File: src/rtl/rom_fetch_pkg.sv
// Shared definitions for the instruction-fetch block: FSM encoding and PC increment.
package rom_fetch_pkg;

  typedef enum logic [1:0] {
    ST_IDLE  = 2'd0,
    ST_FETCH = 2'd1,
    ST_FULL  = 2'd2
  } state_e;

  localparam int unsigned PC_STEP = 4;

endpackage

File: src/rtl/fetch_fifo.sv
// Synchronous prefetch FIFO with registered pointers and count.
// Flush has priority over push and pop.
module fetch_fifo #(
  parameter int unsigned WIDTH = 40,
  parameter int unsigned DEPTH = 2,
  localparam int unsigned PTR_W = $clog2(DEPTH),
  localparam int unsigned CNT_W = PTR_W + 1
) (
  input  logic             i_clk,
  input  logic             i_rst,
  input  logic             i_push,
  input  logic             i_pop,
  input  logic             i_flush,
  input  logic [WIDTH-1:0] i_wdata,
  output logic [WIDTH-1:0] o_rdata,
  output logic [CNT_W-1:0] o_count,
  output logic [CNT_W-1:0] o_count_next,
  output logic             o_full
);

  logic [WIDTH-1:0] mem_q [DEPTH];
  logic [PTR_W-1:0] wr_ptr_q, wr_ptr_d;
  logic [PTR_W-1:0] rd_ptr_q, rd_ptr_d;
  logic [CNT_W-1:0] count_q, count_d;

  always_comb begin
    // NOTE: every always_comb output gets a default first so no path leaves it unassigned (no latch).
    wr_ptr_d = wr_ptr_q;
    rd_ptr_d = rd_ptr_q;
    count_d  = count_q;
    if (i_flush) begin
      wr_ptr_d = '0;
      rd_ptr_d = '0;
      count_d  = '0;
    end else begin
      if (i_push) wr_ptr_d = wr_ptr_q + PTR_W'(1);
      if (i_pop)  rd_ptr_d = rd_ptr_q + PTR_W'(1);
      if (i_push && !i_pop)      count_d = count_q + CNT_W'(1);
      else if (i_pop && !i_push) count_d = count_q - CNT_W'(1);
    end
  end

  always_ff @(posedge i_clk or posedge i_rst) begin
    // NOTE: sequential state uses non-blocking assignments so all flops update from pre-edge values.
    if (i_rst) begin
      wr_ptr_q <= '0;
      rd_ptr_q <= '0;
      count_q  <= '0;
    end else begin
      wr_ptr_q <= wr_ptr_d;
      rd_ptr_q <= rd_ptr_d;
      count_q  <= count_d;
    end
  end

  // NOTE: storage has no reset; an entry is only ever observed while count says it is live.
  always_ff @(posedge i_clk) begin
    if (i_push && !i_flush) mem_q[wr_ptr_q] <= i_wdata;
  end

  assign o_rdata      = mem_q[rd_ptr_q];
  assign o_count      = count_q;
  assign o_count_next = count_d;
  assign o_full       = (count_q == CNT_W'(DEPTH));

endmodule

File: src/rtl/rom_fetch.sv
// Instruction-fetch initiator: owns the PC, reads the combinational ROM into a
// prefetch FIFO and presents {instr, pc} to the core over valid/ready.
module rom_fetch
  import rom_fetch_pkg::*;
#(
  parameter int unsigned             DATA_WIDTH = 32,
  parameter int unsigned             ADDR_WIDTH = 8,
  parameter logic [ADDR_WIDTH-1:0]   RESET_PC   = '0,
  parameter int unsigned             FIFO_DEPTH = 2
) (
  input  logic                  i_clk,
  input  logic                  i_rst,
  input  logic                  i_fetch_en,
  input  logic                  i_redirect,
  input  logic [ADDR_WIDTH-1:0] i_redirect_pc,
  output logic [ADDR_WIDTH-1:0] o_rom_addr,
  output logic                  o_rom_rd_en,
  output logic                  o_rom_ce,
  input  logic [DATA_WIDTH-1:0] i_rom_data,
  output logic                  o_valid,
  output logic [DATA_WIDTH-1:0] o_instr,
  output logic [ADDR_WIDTH-1:0] o_pc,
  input  logic                  i_ready
);

  localparam int unsigned CNT_W = $clog2(FIFO_DEPTH) + 1;
  localparam int unsigned ENT_W = DATA_WIDTH + ADDR_WIDTH;

  logic [ADDR_WIDTH-1:0] pc_q, pc_d;
  state_e                state_q, state_d;
  logic                  push, pop, full;
  logic [CNT_W-1:0]      count, count_next;
  logic [ENT_W-1:0]      head;

  // Push is judged on the registered count, and is held off while reset is asserted.
  assign push = ~i_rst & i_fetch_en & ~i_redirect & ~full;
  assign pop  = o_valid & i_ready & ~i_redirect;

  fetch_fifo #(
    .WIDTH (ENT_W),
    .DEPTH (FIFO_DEPTH)
  ) u_fifo (
    .i_clk        (i_clk),
    .i_rst        (i_rst),
    .i_push       (push),
    .i_pop        (pop),
    .i_flush      (i_redirect),
    .i_wdata      ({i_rom_data, pc_q}),
    .o_rdata      (head),
    .o_count      (count),
    .o_count_next (count_next),
    .o_full       (full)
  );

  always_comb begin
    pc_d = pc_q;
    if (i_redirect)  pc_d = {i_redirect_pc[ADDR_WIDTH-1:2], 2'b00};
    else if (push)   pc_d = pc_q + ADDR_WIDTH'(PC_STEP);
  end

  always_comb begin
    state_d = state_q;
    if (!i_fetch_en) begin
      state_d = ST_IDLE;
    end else begin
      unique case (state_q)
        ST_IDLE:  state_d = ST_FETCH;
        ST_FETCH: if (count_next == CNT_W'(FIFO_DEPTH)) state_d = ST_FULL;
        ST_FULL:  if (count_next <  CNT_W'(FIFO_DEPTH)) state_d = ST_FETCH;
        default:  state_d = ST_IDLE;
      endcase
    end
  end

  always_ff @(posedge i_clk or posedge i_rst) begin
    if (i_rst) begin
      pc_q    <= RESET_PC;
      state_q <= ST_IDLE;
    end else begin
      pc_q    <= pc_d;
      state_q <= state_d;
    end
  end

  assign o_rom_addr  = pc_q;
  assign o_rom_ce    = push;
  assign o_rom_rd_en = push;

  assign o_valid = (count != '0);
  assign o_instr = o_valid ? head[ENT_W-1:ADDR_WIDTH] : '0;
  assign o_pc    = o_valid ? head[ADDR_WIDTH-1:0]     : '0;

endmodule

File: config.mk
export PLATFORM = sky130hd
export DESIGN_NAME = rom_fetch
export DESIGN_NICKNAME = d
export VERILOG_FILES = /design/src/rtl/rom_fetch_pkg.sv /design/src/rtl/fetch_fifo.sv /design/src/rtl/rom_fetch.sv
export SDC_FILE = /design/constraint.sdc
export NUM_CORES = 1
export LEC_CHECK = 0
export CORE_ASPECT_RATIO = 1.2
export CORE_MARGIN = 2
export CORE_UTILIZATION = 43
export DETAILED_ROUTE_END_ITERATION = 10
export MAX_ROUTING_LAYER = met4
export PLACE_DENSITY = 0.76
export SYNTH_ARGS = -nofsm -noshare
export SYNTH_HDL_FRONTEND = slang
export SYNTH_SLANG_ARGS = --single-unit
File: constraint.sdc
create_clock -name i_clk -period 4.7 [get_ports i_clk]
set_input_delay 0.705 -clock i_clk [delete_from_list [all_inputs] [get_ports i_clk]]
set_output_delay 0.705 -clock i_clk [all_outputs]
set_load 0.01 [all_outputs]
==> key figures, run 1 <==
Clocking
  • Clk_lat worst skew: 0.34 ns
  • Clock Tree Buf Depth: 2
  • # Post-CTS Setup Buffers: 0
  • Clock sink count: 86
  • CTS tree: yes
  • Hold_buf cts: 0
  • CTS root buf: clkbuf_8
  • Num CTS Buffers: 9
  • Post-CTS sizing: 0
  • H-tree Lvls: 3
  • Worst-path clk slew: 0.08 ns

Synthesis
  • Leading area contributor after synthesis: edfxtp_1
  • Most instantiated cells after synthesis: edfxtp_1 (76), nor2_1 (42), mux2i_1 (39), dfrtp_1 (10), xnor2_1 (7)
  • Yosys top cell area share: 65.75%
  • Async SR Flop Fraction: 11.63%
  • Post-synth EDFFs: 76
  • Yosys reg bits: 86
  • Synthesized netlist cell count: 227
  • Register area share after synthesis: 72.96%
  • Ys flop type: edfxtp_1
  • Syn avg cell area: 15.29 sq um
  • Mapped Area: 3471 sq um
  • Dominant cells by area after synthesis: edfxtp_1 (66%), mux2i_1 (11%), dfrtp_1 (7.2%)
  • Synth Warn #: 0
  • Distinct cells, synth: 30
  • Count leader, synth: edfxtp_1

Global route
  • Gr usage total: 15.13%
  • First-pass GRT wire length: 9.660 mm
  • GRT overflow: 0
  • Largest net degree at the start of global routing: 40
  • Initial antenna violation count: 0
  • Vias in the first global route: 2087

STA
  • Fin. Hold Viols: 0
  • Clock skew: 0.01010 ns
  • Fin crit period: 3.185 ns
  • Fmax: 314.0 MHz
  • Slew Viols, Final: 0
  • Final Setup Violations: 0
  • Max-slew headroom: 22.21%
  • Setup TNS Final: 0 ns
  • Crit share post-route: 67.76%
  • Worst Tran Pin Value: 1.167 ns
  • Unrepaired setup endpoints after global routing: false

Detailed routing
  • Drt first pass iters: 4
  • WL/cell: 14.96 um
  • Final ANT Viol Nets: 0
  • DR vias/cell: 4.968
  • DRC: 0
  • Vias post-DR: 2037
  • Initial drt markers: 73
  • Drt total wl: 6.133 mm

Floorplanning
  • Starting density of the core: 44.78%
  • Full die area: 8809 sq um
  • Rows: 35
  • Core Area: 7751 sq um
  • Die Y: 102.4 um
  • Die W: 86.02 um
  • I/O pin total: 96

Critical path
  • R2r setup slk: 2.36 ns
  • Worst r2r src: u_fifo.o_count[1]$_DFFE_PP0P_
  • Worst-path maximum fanout: 17
  • CP startpoint kind: input port
  • Critical path data arrival time: 2.48 ns
  • CP Data Required Time: 3.99 ns
  • Setup CP Type: input port to output port
  • Reg-to-reg endpoint: u_fifo.mem_q[1][18]$_DFFE_PP_
  • Setup crit end kind: output port
  • Reg2reg path depth: 3

Power
  • Tot Pwr: 1.748 mW
  • Cell Pwr Density: 378.1 nW/um^2
  • Leak: 1.528 nW
  • VDD IR max: 0.2281 mV

Final layout
  • Share of cells above drive strength 1: 6.918%
  • Area growth from synthesis to layout: 33.20%
  • Final #Nets: 359
  • Antenna cells: 0
  • Area of the multi-input gates: 860.8 sq um
  • Final instance area: 4623 sq um
  • FF+latch area: 2534 sq um
  • Filler Cells Inserted: 616

Hold path
  • Worst Hold Launch: o_rom_addr[7]$_DFFE_PP0P_
  • Tightest Hold Check Type: flip-flop to flip-flop
  • Worst hold endpoint: u_fifo.mem_q[1][7]$_DFFE_PP_
  • Hold Crit Depth: 0

Run status
  • Outcome: finished, final reports clean

Placed design
  • Area after DPL: 4415 sq um
  • I/O Buffers: 89
  • HPWL after DPL: 3.849 mm
  • RePlAce Congestion: 0.7812

Flow run
  • Max_cap viols: 0
==> state kept, by name, summed over array words and instances (netlist names) <==
signal	flops
u_fifo.mem_q	76
o_rom_addr	6
u_fifo.o_count	2
u_fifo.rd_ptr_q	1
u_fifo.wr_ptr_q	1
==> power breakdown <==
group	total [mW]	internal [mW]	switching [mW]	leakage, nW
clock	0.532	0.299	0.233	0.101
sequential	0.903	0.860	0.0428	0.816
combinational	0.313	0.182	0.131	0.612
total	1.75	1.34	0.407	1.53
==> layout make-up <==
cell class                 instances  area share (%)
timing repair buffer              90           19.43
clock buffer                      12           2.923
clock inverter                     4           1.570
sequential                        86           54.80
multi-input combinational        124           18.62
tap                               92           2.490
inverter                           2          0.1624
==> stage by stage <==
stage	setup slack, ns	std cells	util [%]	hold slack [ns]
floorplan	1.151	230	-	0.5418
global placement	1.572	394	56.97	0.5039
detailed placement	1.525	394	56.97	0.5050
CTS	1.497	410	59.64	0.5251
global route	1.396	410	59.64	0.5486
finish	1.515	410	59.64	0.5218
==> kinds of logic (layout without fill, tap and decap cells) <==
logic type / after synthesis / after routing / synth area share, %
multiplexers: 40 / 40 / 11.57
AO/OA/AOI/OAI: 9 / 9 / 1.442
XOR/XNOR: 9 / 9 / 2.271
buffers and inverters: 20 / 108 / 3.244
adder cells (fa/ha/maj): 1 / 1 / 0.3604
flip-flops: 86 / 86 / 72.96
other: 1 / 4 / 0.1080
AND/OR/NAND/NOR: 61 / 61 / 8.039
==> worst max-delay path: stages <==
cell	delay [ns]
clkdlybuf4s50_1	0.73
nor3_1	0.43
clkdlybuf4s50_1	0.60
==> worst max path at each step <==
stage                                            from                       endpoint  cells after the start
after floorplan                                 i_rst  u_fifo.mem_q[0][10]$_DFFE_PP_                      3
after global placement                     i_redirect                    o_rom_rd_en                      3
after detailed placement                   i_redirect                    o_rom_rd_en                      3
after CTS                 u_fifo.rd_ptr_q$_DFFE_PP0P_                        o_pc[4]                      3
after global routing                       i_redirect                    o_rom_rd_en                      3
final                                      i_redirect                    o_rom_rd_en                      3
==> layout by cell type (no fill, tap or decap) <==
| cell | Yosys | routed |
|---|---|---|
| clkdlybuf4s50_1 | 0 | 89 |
| edfxtp_1 | 76 | 76 |
| nor2_1 | 42 | 41 |
| mux2i_1 | 39 | 39 |
| clkbuf_8 | 0 | 9 |
| dfrtp_1 | 10 | 9 |
| xnor2_1 | 7 | 7 |
| nand2_1 | 6 | 6 |
| o21ai_0 | 4 | 4 |
| conb_1 | 1 | 4 |
| clkbuf_1 | 5 | 3 |
| nor2_4 | 1 | 2 |
| nand3_1 | 2 | 2 |
| xor2_1 | 2 | 2 |
| nor3b_1 | 2 | 2 |
| o21ai_1 | 2 | 2 |
| nor3_1 | 2 | 2 |
| inv_1 | 2 | 2 |
| bufinv_16 | 0 | 2 |
| nor2b_1 | 1 | 1 |
| nand2b_1 | 1 | 1 |
| nor4_2 | 1 | 1 |
| mux2_2 | 1 | 1 |
| nor4b_2 | 1 | 1 |
| and2_2 | 0 | 1 |
| nor4_4 | 0 | 1 |
| o211ai_1 | 1 | 1 |
| o21bai_1 | 1 | 1 |
| a21oi_1 | 1 | 1 |
| ha_1 | 1 | 1 |
| clkinv_2 | 0 | 1 |
| clkinvlp_4 | 0 | 1 |
| buf_4 | 6 | 1 |
| dfrtp_2 | 0 | 1 |
==> per-layer routing <==
layer | vias up | wire length (um) | track usage [%]
met5 | - | 0 | -
met4 | 0 | 114 | 8.547
met3 | 9 | 315 | 3.473
met2 | 66 | 3232 | 25.46
met1 | 979 | 2471 | 16.46
li1 | 983 | - | -
(Power assumes the default switching activity.)
==> run 2, diff against run 1 <==
Settings changed: CORE_UTILIZATION 43 to 47, PLACE_DENSITY 0.76 to 0.78.
Clock period 4.7 ns to 3.1 ns, I/O delays scaled along.
==> key figures, run 2 (same netlist as run 1, synthesis figures left out) <==
Global route
  • GR Util met1: 19.45% (+3.0 points)
  • GRT overflow: 0 (unchanged)
  • Initial antenna violation count: 0 (unchanged)
  • Met3 Use GR: 4.621% (+1.1 points)
  • Largest net degree at the start of global routing: 39 (-2.5%)
  • Global routing's busiest layer: met2
  • Met2 Track Usage GR: 28.66% (+3.2 points)
  • Gr usage total: 17.38% (+2.2 points)
  • Vias in the first global route: 2113 (+1.2%)
  • First-pass GRT wire length: 9.970 mm (+3.2%)

STA
  • Final Setup Violations: 0 (unchanged)
  • Unrepaired setup endpoints after global routing: false
  • Fin. Hold Viols: 0 (unchanged)
  • Final worst-path setup slack: 0.4694 ns (-1.046 ns)
  • Max-slew headroom: 61.31% (+39 points)
  • Slew Viols, Final: 0 (unchanged)
  • Setup TNS Final: 0 ns (unchanged)
  • Fin crit period: 2.631 ns
  • Worst Tran Pin Value: 0.5789 ns (-0.5879 ns)
  • Crit share post-route: 84.86%
  • Min Hold Slack: 0.4112 ns (-0.1106 ns)
  • Clock skew: 0.01146 ns (+0.001355 ns)
  • Fmax: 380.1 MHz

Final layout
  • Filler Cells Inserted: 532 (-14%)
  • Area growth from synthesis to layout: 34.79%
  • Share of cells above drive strength 1: 9.509% (+2.6 points)
  • Most frequent cells in the layout: clkdlybuf4s50_1 (89), edfxtp_1 (76), nor2_1 (41)
  • FF+latch area: 2534 sq um (unchanged)
  • Commonest non-fill, non-tap cell in the layout: clkdlybuf4s50_1
  • Final core occ: 65.07% (+5.4 points)
  • Largest Register: u_fifo.mem_q
  • Area of the multi-input gates: 860.8 sq um (unchanged)
  • Antenna cells: 0 (unchanged)
  • Max FFs per register: 76 (unchanged)
  • Final #Nets: 367 (+2.2%)

Clocking
  • Worst-path clk slew: 0.08 ns (about the same)
  • # Post-CTS Setup Buffers: 0 (unchanged)
  • CTS root buf: clkbuf_8
  • CTS tree: yes
  • Clock Tree Buf Depth: 2 (unchanged)
  • Clk_lat worst skew: 0.34 ns (about the same)
  • H-tree Lvls: 3 (unchanged)
  • Hold_buf cts: 0 (unchanged)
  • Num CTS Buffers: 9 (unchanged)
  • Clock sink count: 86 (unchanged)
  • Post-CTS sizing: 0 (unchanged)

Detailed routing
  • Final ANT Viol Nets: 0 (unchanged)
  • WL/cell: 15.15 um (+1.3%)
  • Initial drt markers: 110 (+51%)
  • Vias post-DR: 2067 (+1.5%)
  • Drt first pass iters: 4 (unchanged)
  • DR vias/cell: 4.969 (about the same)
  • Drt total wl: 6.301 mm (+2.7%)
  • DRC: 0 (unchanged)

Power
  • VDD IR max: 0.3266 mV (+43%)
  • Internal Power: 1.986 mW (+48%)
  • Cell Pwr Density: 559.4 nW/um^2 (+48%)
  • Tot Pwr: 2.617 mW (+50%)
  • Clk pwr share: 28.9% (-1.6 points)
  • Flop pwr share: 51.2% (-0.4 points)
  • Leak: 1.566 nW (+2.5%)
  • P_sw: 0.6309 mW (+55%)
  • Sw Share: 24.11% (+0.84 points)
  • Comb pwr share: 19.9% (+2.0 points)

Critical path
  • Setup CP Type: flip-flop to output port
  • R2r setup slk: 0.98 ns (-1.38 ns)
  • Worst Setup SP: u_fifo.o_count[0]$_DFFE_PP0P_
  • Worst-path maximum fanout: 23 (+6)
  • CP Data Required Time: 2.63 ns (-1.36 ns)
  • CP Capture Point: o_pc[4]
  • CP startpoint kind: flip-flop
  • Critical path data arrival time: 2.17 ns (-0.31 ns)
  • Setup crit end kind: output port
  • Worst r2r src: u_fifo.o_count[1]$_DFFE_PP0P_
  • Reg2reg path depth: 5 (+2)
  • Reg-to-reg endpoint: u_fifo.mem_q[1][11]$_DFFE_PP_

Floorplanning
  • Full die area: 8091 sq um (-8.2%)
  • Die W: 82.45 um (-4.2%)
  • Starting density of the core: 48.28% (+3.5 points)
  • Rows: 34 (-2.9%)
  • Die Y: 98.14 um (-4.2%)
  • Core Area: 7189 sq um (-7.2%)
  • I/O pin total: 96 (unchanged)

Placed design
  • DP Worst Slack: 0.7163 ns (-0.8088 ns)
  • I/O Buffers: 89 (unchanged)
  • RePlAce Congestion: 0.7123 (-8.8%)

Run status
  • Outcome: finished, final reports clean

Flow run
  • Max_cap viols: 0 (unchanged)

Hold path
  • Tightest Hold Check Type: input port to async pin
run 2: cell count changes in the layout (fill, tap and decap cells not counted), sizes merged:
cell	change
buf	+8
bufinv	-1
clkinv	+1
run 2: routing by layer:
metal  up-vias  wire (um)
met2        62       3419
met1       995       2424
met4         0        139
li1        998          -
met3        12        317
met5         -          0
run 2: metrics by stage:
stage | std cells | cell area [sq um]
after CTS | 416 | 4678
after global routing | 416 | 4678
final | 416 | 4678
after detailed placement | 400 | 4486
after global placement | 400 | 4486
after floorplan | 230 | 3497
run 2: worst min-delay path by stage:
| stage | endpoint |
|---|---|
| 2_1_floorplan | o_rom_addr[2]$_DFFE_PP0P_ |
| 3_3_place_gp | u_fifo.mem_q[0][7]$_DFFE_PP_ |
| 3_5_place_dp | u_fifo.mem_q[1][7]$_DFFE_PP_ |
| 4_1_cts | o_rom_addr[6]$_DFFE_PP0P_ |
| 5_1_grt | o_rom_addr[6]$_DFFE_PP0P_ |
| 6_report | o_rom_addr[6]$_DFFE_PP0P_ |
run 2: layout make-up:
cell class / instances / area share (%)
clock inverter: 4 / 1.016
multi-input combinational: 124 / 18.40
sequential: 86 / 54.16
tap: 90 / 2.407
timing repair buffer: 98 / 20.75
clock buffer: 12 / 3.102
inverter: 2 / 0.1605
run 2: critical path: stages (launching register included):
cell and delay, ns:
dfrtp_1 0.46, nor2_4 0.51, buf_4 0.29, nor2_1 0.07, clkdlybuf4s50_1 0.49
run 2: power by group through the flow:
stage,combinational (mW),sequential (mW),clock [mW]
finish,0.520,1.34,0.756
global route,0.565,1.35,0.830
CTS,0.530,1.34,0.767
detailed placement,0.528,1.37,0
global placement,0.520,1.36,0
floorplan,0.260,1.35,0
==> run 3, diff against run 2 <==
Clock period 3.1 ns to 2.7 ns, I/O delays scaled along.
==> key figures, run 3 (same netlist as run 1, synthesis figures left out) <==
Detailed routing
  • Drt first pass iters: 4 (unchanged)
  • Highest routed layer: met4
  • DRC: 0 (unchanged)
  • DR vias/cell: 4.974 (about the same)
  • WL/cell: 15.07 um (-0.48%)
  • Metal2 WL: 3.318 mm (-3.0%)
  • Vias post-DR: 2069 (+0.097%)
  • Initial drt markers: 129 (+17%)
  • Drt total wl: 6.271 mm (-0.48%)
  • Final ANT Viol Nets: 0 (unchanged)
  • Met3 wire len: 287 um (-9.5%)
  • DRT met1 WL: 2.583 mm (+6.6%)

Critical path
  • Worst r2r src: u_fifo.o_count[1]$_DFFE_PP0P_
  • CP Capture Point: o_pc[3]
  • Slowest-stage cell, CP: clkdlybuf4s50_1
  • CP Data Required Time: 2.30 ns (-0.33 ns)
  • Setup crit end kind: output port
  • Reg-to-reg endpoint: u_fifo.mem_q[1][21]$_DFFE_PP_
  • Critical-path cell list: nor2_4, buf_12, nor2_1, clkdlybuf4s50_1
  • CP startpoint kind: flip-flop
  • Max incr delay on CP: 0.48 ns (-0.03 ns)
  • Worst-path maximum fanout: 25 (+8.7%)
  • R2r setup slk: 0.94 ns (-0.04 ns)
  • Critical path data arrival time: 2.00 ns (-0.17 ns)
  • Setup CP Type: flip-flop to output port
  • Worst Setup SP: u_fifo.o_count[0]$_DFFE_PP0P_
  • Reg2reg path depth: 4 (-1)

STA
  • Fmax: 415.7 MHz
  • Crit share post-route: 89.09%
  • Fin crit period: 2.405 ns
  • Fin. Hold Viols: 0 (unchanged)
  • Clock skew: 0.007575 ns (-0.003882 ns)
  • Unrepaired setup endpoints after global routing: false
  • Setup TNS Final: 0 ns (unchanged)
  • Final Setup Violations: 0 (unchanged)
  • Slew Viols, Final: 0 (unchanged)
  • Final worst-path setup slack: 0.2947 ns (-0.1748 ns)

Hold path
  • Tightest Hold Check Type: input port to async pin

Clocking
  • Clock sink count: 86 (unchanged)
  • # Post-CTS Setup Buffers: 0 (unchanged)
  • H-tree Lvls: 3 (unchanged)
  • Worst-path clk slew: 0.08 ns (about the same)
  • Post-CTS sizing: 0 (unchanged)
  • CTS root buf: clkbuf_8
  • Hold_buf cts: 0 (unchanged)
  • Clk_lat worst skew: 0.34 ns (about the same)
  • Clock Tree Buf Depth: 2 (unchanged)
  • CTS tree: yes
  • Num CTS Buffers: 9 (unchanged)

Global route
  • Initial antenna violation count: 0 (unchanged)
  • GRT overflow: 0 (unchanged)
  • Largest net degree at the start of global routing: 39 (unchanged)
  • Vias in the first global route: 2132 (+0.90%)
  • First-pass GRT wire length: 9.722 mm (-2.5%)
  • Gr usage total: 16.79% (-0.59 points)

Power
  • Flop pwr share: 51.2% (about the same)
  • Comb pwr share: 20.4% (+0.5 points)
  • Sw Share: 24.70% (+0.59 points)
  • Clk pwr share: 28.4% (-0.5 points)
  • Leak: 1.565 nW (-0.12%)
  • Tot Pwr: 2.990 mW (+14%)
  • P_sw: 0.7385 mW (+17%)
  • VDD IR max: 0.3627 mV (+11%)
  • Internal Power: 2.251 mW (+13%)
  • Cell Pwr Density: 637.9 nW/um^2 (+14%)

Floorplanning
  • Rows: 34 (unchanged)
  • I/O pin total: 96 (unchanged)
  • Die Y: 98.14 um (unchanged)
  • Full die area: 8091 sq um (unchanged)
  • Core Area: 7189 sq um (unchanged)
  • Starting density of the core: 48.28% (unchanged)
  • Die W: 82.45 um (unchanged)

Final layout
  • Antenna cells: 0 (unchanged)
  • Commonest non-fill, non-tap cell in the layout: clkdlybuf4s50_1
  • Max FFs per register: 76 (unchanged)
  • Non-filler instance count after layout: 416 (unchanged)
  • Final instance area: 4687 sq um (+0.19%)
  • Final #Nets: 367 (unchanged)
  • Share of cells above drive strength 1: 9.202% (-0.31 points)
  • Filler Cells Inserted: 537 (+0.94%)
  • FF+latch area: 2534 sq um (unchanged)
  • Most frequent cells in the layout: clkdlybuf4s50_1 (89), edfxtp_1 (76), nor2_1 (41)
  • Area growth from synthesis to layout: 35.04%
  • Area of the multi-input gates: 860.8 sq um (unchanged)
  • Largest Register: u_fifo.mem_q

Placed design
  • Placed cell count: 400 (unchanged)
  • Area after DPL: 4498 sq um (+0.28%)
  • DP Worst Slack: 0.4659 ns (-0.2504 ns)
  • I/O Buffers: 89 (unchanged)
  • HPWL after DPL: 4.183 mm
  • RePlAce Congestion: 0.7813 (+9.7%)

Run status
  • Outcome: finished, final reports clean

Flow run
  • Max_cap viols: 0 (unchanged)
## run 3: cell count changes in the layout (fill, tap and decap cells not counted), sizes merged
cell | before | now
clkbuf | 12 | 9
clkinvlp | 1 | 2
clkinv | 2 | 4
## run 3: how the worst min path moves through the flow
stage / startpoint / end / slack (ns) / cells after the start
floorplan: i_rst / o_rom_addr[2]$_DFFE_PP0P_ / 0.25 / 1
global placement: o_rom_addr[7]$_DFFE_PP0P_ / u_fifo.mem_q[0][7]$_DFFE_PP_ / 0.51 / 0
detailed placement: o_rom_addr[7]$_DFFE_PP0P_ / u_fifo.mem_q[1][7]$_DFFE_PP_ / 0.51 / 0
CTS: i_rst / o_rom_addr[7]$_DFFE_PP0P_ / 0.36 / 2
global route: i_rst / o_rom_addr[7]$_DFFE_PP0P_ / 0.38 / 2
finish: i_rst / o_rom_addr[7]$_DFFE_PP0P_ / 0.37 / 2
## run 3: metal layers
layer,vias up,GRT usage [%]
met4,0,6.154
met5,-,-
met3,6,4.621
met1,1010,19.80
met2,59,27.17
li1,994,-
## run 3: power groups by stage
stage / logic, mW / registers (mW) / clock network [mW]
after floorplan: 0.298 / 1.56 / 0
after global placement: 0.609 / 1.56 / 0
after detailed placement: 0.617 / 1.56 / 0
after CTS: 0.620 / 1.53 / 0.862
after global routing: 0.658 / 1.54 / 0.931
final: 0.611 / 1.53 / 0.849
## run 3: metrics by stage
| step | hold WS [ns] | utilization [%] |
|---|---|---|
| finish | 0.3675 | 65.19 |
| global route | 0.3820 | 65.19 |
| CTS | 0.3614 | 65.19 |
| detailed placement | 0.5114 | 62.57 |
| global placement | 0.5121 | 62.57 |
| floorplan | 0.2452 | - |
## run 3: area by class of cell
class,count,area share [%]
multi-input combinational,124,18.37
clock buffer,9,2.643
timing repair buffer,98,20.98
clock inverter,7,1.388
inverter,2,0.1602
sequential,86,54.06
tap,90,2.403
## run 3: critical path, delay by kind of cell (launching register included)
family | cells | cell delay (ns)
AND/OR/NAND/NOR | 2 | 0.46
buffers and inverters | 2 | 0.71
flip-flops | 1 | 0.47
